[src/rtl/fifo_level_pkg.sv]
// rtl/fifo_level_pkg.sv - shared types and helpers for the fifo_level buffer
package fifo_level_pkg;

  // How the head word reaches read_data_o.
  typedef enum logic {
    READ_STANDARD = 1'b0,
    READ_FWFT     = 1'b1
  } read_mode_e;

  // Sticky error flags kept together so they reset and clear as one unit.
  typedef struct packed {
    logic overflow;
    logic underflow;
  } error_flags_t;

  localparam error_flags_t ERRORS_NONE = '{overflow: 1'b0, underflow: 1'b0};

  // Sticky flag update: a new event in the same cycle as a clear keeps the flag set.
  function automatic logic sticky_next(input logic flag, input logic set, input logic clear);
    return set | (flag & ~clear);
  endfunction

  // Map the integer FWFT parameter onto the read mode.
  function automatic read_mode_e read_mode(input int fwft);
    return (fwft != 0) ? READ_FWFT : READ_STANDARD;
  endfunction

endpackage

[src/rtl/fifo_level_ram.sv]
// rtl/fifo_level_ram.sv - storage array with one synchronous write and one asynchronous read port
module fifo_level_ram #(
  parameter int DATA_BITS = 8,
  parameter int ADDR_BITS = 2
) (
  input  logic                 clock,
  input  logic                 write_en,
  input  logic [ADDR_BITS-1:0] write_addr,
  input  logic [DATA_BITS-1:0] write_data,
  input  logic [ADDR_BITS-1:0] read_addr,
  output logic [DATA_BITS-1:0] read_data
);

  localparam int ENTRIES = 1 << ADDR_BITS;

  // Contents are deliberately not reset; the pointers define what is valid.
  logic [DATA_BITS-1:0] mem [ENTRIES];

  // Write port: one word per cycle at the write pointer.
  always_ff @(posedge clock) begin
    if (write_en) begin
      mem[write_addr] <= write_data;
    end
  end

  assign read_data = mem[read_addr];

endmodule

[src/rtl/fifo_level.sv]
// rtl/fifo_level.sv - synchronous FIFO with level, thresholds, FWFT option, flush and sticky errors
module fifo_level
  import fifo_level_pkg::*;
#(
  parameter int DATA_BITS    = 8,
  parameter int DEPTH_BITS   = 2,
  parameter int FWFT         = 0,
  parameter int ALMOST_FULL  = (1 << DEPTH_BITS) - 1,
  parameter int ALMOST_EMPTY = 1
) (
  input  logic                  clock,
  input  logic                  reset,
  input  logic                  flush_i,
  input  logic                  write_i,
  input  logic [DATA_BITS-1:0]  write_data_i,
  output logic                  write_ready_o,
  input  logic                  read_i,
  output logic [DATA_BITS-1:0]  read_data_o,
  output logic                  read_ready_o,
  output logic [DEPTH_BITS:0]   level_o,
  output logic                  almost_full_o,
  output logic                  almost_empty_o,
  input  logic                  error_clear_i,
  output logic                  error_overflow_o,
  output logic                  error_underflow_o
);

  localparam int         DEPTH    = 1 << DEPTH_BITS;
  localparam int         PTR_BITS = DEPTH_BITS + 1;
  localparam read_mode_e MODE     = read_mode(FWFT);

  localparam logic [PTR_BITS-1:0] PTR_ONE    = PTR_BITS'(1);
  localparam logic [PTR_BITS-1:0] LEVEL_FULL = PTR_BITS'(DEPTH);
  localparam logic [PTR_BITS-1:0] LEVEL_AF   = PTR_BITS'(ALMOST_FULL);
  localparam logic [PTR_BITS-1:0] LEVEL_AE   = PTR_BITS'(ALMOST_EMPTY);

  // Elaboration-time parameter legality checks.
  if (DATA_BITS < 1) begin : g_bad_data_bits
    $error("fifo_level: DATA_BITS must be at least 1");
  end
  if (DEPTH_BITS < 1) begin : g_bad_depth_bits
    $error("fifo_level: DEPTH_BITS must be at least 1");
  end
  if (ALMOST_FULL < 1 || ALMOST_FULL > DEPTH) begin : g_bad_almost_full
    $error("fifo_level: ALMOST_FULL must lie in 1..DEPTH");
  end
  if (ALMOST_EMPTY < 0 || ALMOST_EMPTY > DEPTH - 1) begin : g_bad_almost_empty
    $error("fifo_level: ALMOST_EMPTY must lie in 0..DEPTH-1");
  end

  // One extra pointer bit tells full (level DEPTH) apart from empty (level 0).
  logic [PTR_BITS-1:0]  read_ptr;
  logic [PTR_BITS-1:0]  write_ptr;
  logic [PTR_BITS-1:0]  level;

  logic                 pop_ok;
  logic                 push_ok;
  logic                 do_pop;
  logic                 do_push;
  logic                 overflow_set;
  logic                 underflow_set;
  error_flags_t         errors;
  logic [DATA_BITS-1:0] head_data;

  // Status decodes use registered pointers only, so they never depend on this cycle's requests.
  always_comb begin
    level          = write_ptr - read_ptr;
    write_ready_o  = (level != LEVEL_FULL);
    read_ready_o   = (level != '0);
    almost_full_o  = (level >= LEVEL_AF);
    almost_empty_o = (level <= LEVEL_AE);
  end

  assign level_o = level;

  // Request qualification: a pop frees a slot for a same-cycle push when full,
  // but a push never feeds a same-cycle pop when empty. Flush drops both silently.
  always_comb begin
    pop_ok        = read_i & read_ready_o;
    push_ok       = write_i & (write_ready_o | pop_ok);
    do_pop        = pop_ok & ~flush_i;
    do_push       = push_ok & ~flush_i;
    overflow_set  = write_i & ~push_ok & ~flush_i;
    underflow_set = read_i & ~read_ready_o & ~flush_i;
  end

  // Pointer registers: reset beats flush, flush beats traffic.
  always_ff @(posedge clock) begin
    if (!reset) begin
      read_ptr  <= '0;
      write_ptr <= '0;
    end else if (flush_i) begin
      read_ptr  <= '0;
      write_ptr <= '0;
    end else begin
      if (do_push) begin
        write_ptr <= write_ptr + PTR_ONE;
      end
      if (do_pop) begin
        read_ptr <= read_ptr + PTR_ONE;
      end
    end
  end

  // Sticky error flags; a flush neither sets nor clears them beyond an explicit clear.
  always_ff @(posedge clock) begin
    if (!reset) begin
      errors <= ERRORS_NONE;
    end else begin
      errors.overflow  <= sticky_next(errors.overflow, overflow_set, error_clear_i);
      errors.underflow <= sticky_next(errors.underflow, underflow_set, error_clear_i);
    end
  end

  assign error_overflow_o  = errors.overflow;
  assign error_underflow_o = errors.underflow;

  fifo_level_ram #(
    .DATA_BITS (DATA_BITS),
    .ADDR_BITS (DEPTH_BITS)
  ) u_ram (
    .clock      (clock),
    .write_en   (do_push),
    .write_addr (write_ptr[DEPTH_BITS-1:0]),
    .write_data (write_data_i),
    .read_addr  (read_ptr[DEPTH_BITS-1:0]),
    .read_data  (head_data)
  );

  if (MODE == READ_FWFT) begin : g_fwft
    assign read_data_o = head_data;
  end else begin : g_standard
    logic [DATA_BITS-1:0] read_data_q;

    // Registered read: capture the head word on each accepted pop, hold otherwise.
    always_ff @(posedge clock) begin
      if (!reset) begin
        read_data_q <= '0;
      end else if (do_pop) begin
        read_data_q <= head_data;
      end
    end

    assign read_data_o = read_data_q;
  end

endmodule
[config.mk]
export PLATFORM = sky130hd
export DESIGN_NAME = fifo_level
export DESIGN_NICKNAME = d
export VERILOG_FILES = /design/src/rtl/fifo_level_pkg.sv /design/src/rtl/fifo_level_ram.sv /design/src/rtl/fifo_level.sv
export SDC_FILE = /design/constraint.sdc
export NUM_CORES = 1
export LEC_CHECK = 0
export BUFFER_PORTS_ARGS = -buffer_cell sky130_fd_sc_hd__clkbuf_2
export CAP_MARGIN = 15
export CORE_UTILIZATION = 50
export DETAILED_ROUTE_END_ITERATION = 8
export PLACE_DENSITY = 0.8
export SYNTH_ARGS = -nofsm -noshare
export SYNTH_HDL_FRONTEND = slang
export SYNTH_HIERARCHICAL = 1
export SYNTH_SLANG_ARGS = --single-unit
[constraint.sdc]
create_clock -name clock -period 3.35 [get_ports clock]
set_input_delay 0.335 -clock clock [delete_from_list [all_inputs] [get_ports clock]]
set_output_delay 0.335 -clock clock [all_outputs]
set_load 0.02 [all_outputs]
Word-level counts from Yosys, hierarchy flattened
Memories as Yosys holds them, arrays and structs flattened. A register that Yosys moved wholly into a read port is not among the register bits.
Cells that the tools add are included.
Widths: inputs -> output; s select.

storage, ports and cells
  register bits = 8
  memory bits (writable) = 32
  input port bits = 14
  output and inout bits = 17
  word-level logic and storage cells = 34
  memories kept = 1

memory list
  name       words  bits a word  rd ports  clocked after memory_dff  write ports  line                  RTL
  u_ram.mem  4      8            1         1                         1            fifo_level_ram.sv:17  logic [DATA_BITS-1:0] mem [ENTRIES];

cells by class
  add/subtract/negate cells = 3
  magnitude comparators = 2
  equal/unequal tests = 1
  multiplexer cells = 2
  bitwise gates (word level) = 18
  reductions and logical operators = 3

operators with widths
  kind                 count
  $and 1x1->1          10
  $add 3x1->3 const B  2
  $not 1->1            5
  $ge 3x2->1 const B   1
  $le 3x1->1 const B   1
  $ne 3x3->1 const B   1
  $or 1x1->1           3
  $reduce_bool 3->1    1
  $sub 3x3->3          1
  $mux 1               2
  $reduce_or 2->1      1
  $logic_not 1->1      1

Longest topological paths before layout
  depth after elaboration = 9
  mapped depth = 8
  gate-level depth less buffers = 7

By module
Netlist, hierarchy kept.

modules (own cells, without submodules)
  module          instances  cells each  area an instance (µm²)  seq. area each (µm²)
  fifo_level_ram  1          46          1188.6                  960.9
  fifo_level      1          96          860.8                   320.3

Worst setup path before layout
OpenSTA, ideal clock, no wires.

  path kind = register to register
  from = register write_ptr[0]
  to = memory u_ram.mem[0][0], enable pin
  library setup time = 385 ps
  arrival time = 2476 ps
  required time = 2965 ps
  slack = 489 ps
  cell stages (with the launch flop) = 8
  buffers on the path = 0
  period minus slack after synthesis = 2861 ps
  cells stage by stage = dfxtp_1 > inv_1 > ha_1 > fa_1 > xnor3_2 > inv_1 > a31oi_1 > nor3b_1

on the way
  word-level cells in the longest chain between the ends = 8
  elaborated cells between the ends (all ways) = 9
  those cells by class = add/sub (1); eq/ne (1); mux (2); bitwise (4); reduce/logical (1)

ends and longest elaborated chain
  item                            line                  RTL
  start, declared                 fifo_level.sv:53      logic [PTR_BITS-1:0] write_ptr;
  start signal, assigned          fifo_level.sv:97      write_ptr <= write_ptr + PTR_ONE;
  $sub 3x3->3 *                   fifo_level.sv:67      level = write_ptr - read_ptr;
  net level_o[2]                  fifo_level.sv:20      output logic [DEPTH_BITS:0] level_o,
  $reduce_bool 3->1               fifo_level.sv:69      read_ready_o = (level != '0);
  $and 1x1->1                     fifo_level.sv:79      pop_ok = read_i & read_ready_o;
  $or 1x1->1 *                    fifo_level.sv:80      push_ok = write_i & (write_ready_o | pop_ok);
  $and 1x1->1 *                   fifo_level.sv:80
  $and 1x1->1 *                   fifo_level.sv:82      do_push = push_ok & ~flush_i;
  net do_push                     fifo_level.sv:59      logic do_push;
  $mux 1 *                        fifo_level_ram.sv:21  if (write_en) begin
  $mux 1 (not written as such) *  fifo_level_ram.sv:22  mem[write_addr] <= write_data;
  end, declared                   fifo_level_ram.sv:17

The timed path passes the listed nets; every way through them passes the cells marked *.

Final worst setup path
  from = register write_ptr[0]
  to = memory u_ram.mem[1][0], enable pin

on the way
  word-level cells in the longest chain between the ends = 8
  elaborated cells between the ends (all ways) = 9
  those cells by class = add/sub (1); eq/ne (1); mux (2); bitwise (4); reduce/logical (1)

ends and longest elaborated chain
  item                            line
  $sub 3x3->3 *                   fifo_level.sv:67
  $reduce_bool 3->1               fifo_level.sv:69
  $and 1x1->1                     fifo_level.sv:79
  $or 1x1->1 *                    fifo_level.sv:80
  $and 1x1->1 *                   fifo_level.sv:80
  $and 1x1->1 *                   fifo_level.sv:82
  net do_push                     fifo_level.sv:59
  $mux 1 *                        fifo_level_ram.sv:21
  $mux 1 (not written as such) *  fifo_level_ram.sv:22

Marks and branches as above.

==> flow_metrics.tcl <==
set metrics [dict create \
    outcome "completed" \
    holdWs_ns 0.2653 \
    synth_common_cells "edfxtp_1, nand2_1, dfxtp_1, mux2i_1" \
    switchingPower_uw 237.0 \
    max_clock_freq_mhz 364.8 \
    hold_class "in2reg" \
    clk_pin_slew_worst_paths_ns 0.09 \
    crit_top_cell "inv_1" \
    drive_above_1_share 0.2857 \
    yosysSeqAreaShare 0.6252 \
    yosysUniqueCellTypes 32 \
    place_congestion 0.9027 \
    drc_errors 0 \
    initial_core_util 0.5395 \
    slew_headroom 0.5225 \
    synthArstFlopShare 0 \
    finalSetupViolations 0 \
    cts.repair.resized 0 \
    power_frac_seq 0.613 \
    multi_input_area_um2 690.7 \
    leakagePower_nw 0.8865 \
    ys_ff_latch 48 \
    grt_pass1_vias 1123 \
    core_area_um2 3799 \
    drt_pass1_iterations 4 \
    design_area_um2 2313 \
    p_comb_frac 0.070 \
    sw_frac_of_total 0.2252 \
    diodes 0 \
    rsz0062_at_grt "false" \
    grt_antenna_before_repair 0 \
    track_usage 0.1897 \
    powerDensity_nw_per_um2 455.0 \
    die_x_um 66.02 \
    synth_top_area_share 0.4689 \
    syn_nets 160 \
    synth_area_leaders "edfxtp_1, dfxtp_1, mux4_2, mux2i_1, nand2_1" \
    clockPowerShare 0.316 \
    tns_ns 0 \
    cts_buffer_depth 2 \
    avgViaCountPerCell 5.413 \
    worst-path-max-fanout 8 \
    end_kind "flop" \
    finalHoldViolCount 0 \
    cp_slowest_cell "and3b_1" \
    place_inst 215 \
    crit_type "reg2reg" \
    min_period_ns 2.741 \
    dp_slack_ns 0.6257 \
    io_buffer_count 30 \
    syn_avg_cell_area_um2 14.43 \
    overflow 0 \
    grt_max_degree 20 \
    netlist_area_um2 2049 \
    final_nets 192 \
    dp_hpwl_mm 2.652 \
    cts_max_level 2 \
    fin_util 0.6090 \
    wl_mm 3.462 \
    internal_power_uw 815.6 \
    wl_per_cell_um 15.52 \
    syn_inst 142 \
    synthMostInstantiatedCell "edfxtp_1" \
    num_rows 22 \
    peakVddDrop_mv 0.2653 \
    fin_cells 223 \
    startpoint_type "flop" \
    ys_warn_count 6 \
    drv_slew 0 \
    seqCellArea_um2 1281 \
    cp_cell_sequence "inv_1, ha_1, fa_1, xnor3_2, inv_1, a31oi_1, and3b_1" \
    fin_total_pwr_mw 1.053 \
    hold_buffers 0 \
    insertion_delay_ns 0.29 \
    synth_edf_count 32 \
    synth_top_area_cell "edfxtp_1" \
    drt-initial-drc-count 72 \
    synth_flop_cell "edfxtp_1" \
    fin_skew_ns 0.004414 \
    cap_violations 0 \
    grt_pass1_wl_mm 5.816 \
    dr_total_vias 1207 \
    chipHeight_um 66.02 \
    clock-sinks 48 \
    area_delta_synth_final_pct 12.88 \
    slowest_delay_ns 0.45 \
    cts-buffers-inserted 5 \
    placedInstanceArea_um2 2227 \
    cts_tree "done" \
    ioPinCount 31 \
    ant_nets 0 \
    required_ns 3.31 \
    fp.dieArea_um2 4359 \
    tightest_slew_ns 0.7148 \
    setup_slack_ns 0.6091 \
    nFillCells 294 \
    arrival_ns 2.70 \
    post_cts_buffers 0 \
    fin_crit_sh 0.8182 \
    clockRootBuffer "clkbuf_8" \
]
## layout make-up
cell class	count	area share
Inverter	8	0.01298
Clock buffer	5	0.02975
Tap cell	48	0.02596
Timing Repair Buffer	32	0.07139
Multi-Input combinational cell	79	0.2985
Clock inverter	3	0.007572
Sequential cell	48	0.5538
## critical path, delay by kind of cell, from the launching register on
kind,cells,cell delay (ns)
AOI/OAI and AO/OA,1,0.33
xor gates and xnor gates,1,0.38
adders and majority gates,2,0.61
buffers and inverters,2,0.20
DFF,1,0.43
and+or+nand+nor,1,0.45
## power groups by stage
stage / sequential, mW / clock (mW) / combinational (mW)
finish: 0.646 / 0.333 / 0.0740
global route: 0.647 / 0.371 / 0.0816
CTS: 0.646 / 0.343 / 0.0745
detailed placement: 0.659 / 0 / 0.0743
global placement: 0.659 / 0 / 0.0716
floorplan: 0.662 / 0 / 0.0445
## flip-flops by register name (all words and copies together), names as in the netlist
register,cells
read_data_o,8
u_ram/mem,32
read_ptr,3
error_underflow_o,1
write_ptr,3
error_overflow_o,1
## path summary, 6_finish.rpt
| kind | from | to | slack (ns) | cells after the start |
|---|---|---|---|---|
| min | write_data_i[2] | u_ram/mem[1][2]$_DFFE_PP_ | 0.27 | 1 |
| max reg2reg | write_ptr[0]$_SDFFE_PP0P_ | u_ram/mem[1][0]$_DFFE_PP_ | 0.61 | 7 |
| min reg2reg | read_data_o[2]$_SDFFE_PN0P_ | read_data_o[2]$_SDFFE_PN0P_ | 0.47 | 2 |
| max | write_ptr[0]$_SDFFE_PP0P_ | u_ram/mem[1][0]$_DFFE_PP_ | 0.61 | 7 |
## cells in the final DEF, fill, tap and decap left out, drive strengths merged, types with 3 or more instances in the layout
| cell | netlist | final |
|---|---|---|
| clkbuf | 4 | 35 |
| dfxtp | 16 | 16 |
| edfxtp | 32 | 32 |
| ha | 3 | 3 |
| inv | 8 | 9 |
| mux2i | 13 | 13 |
| mux4 | 8 | 8 |
| nand2 | 27 | 27 |
| nand2b | 5 | 5 |
## cells by family (layout without fill, tap and decap cells)
family / count (synthesis) / in the layout / share of synthesized area
xor+xnor: 2 / 2 / 0.01587
fa+ha+maj: 4 / 4 / 0.02809
buf+inv: 15 / 48 / 0.03784
simple gates: 42 / 42 / 0.09829
flops: 48 / 48 / 0.6252
compound gates: 10 / 10 / 0.04335
mux: 21 / 21 / 0.1514
## per-layer routing
metal	global-route usage	up-vias	wire length, um
met5	0	-	0
met4	0.08511	0	78
met3	0.05172	9	187
met2	0.2538	40	1438
met1	0.2857	583	1757
li1	-	575	-
Note: power is estimated with default switching activity, not from simulation.
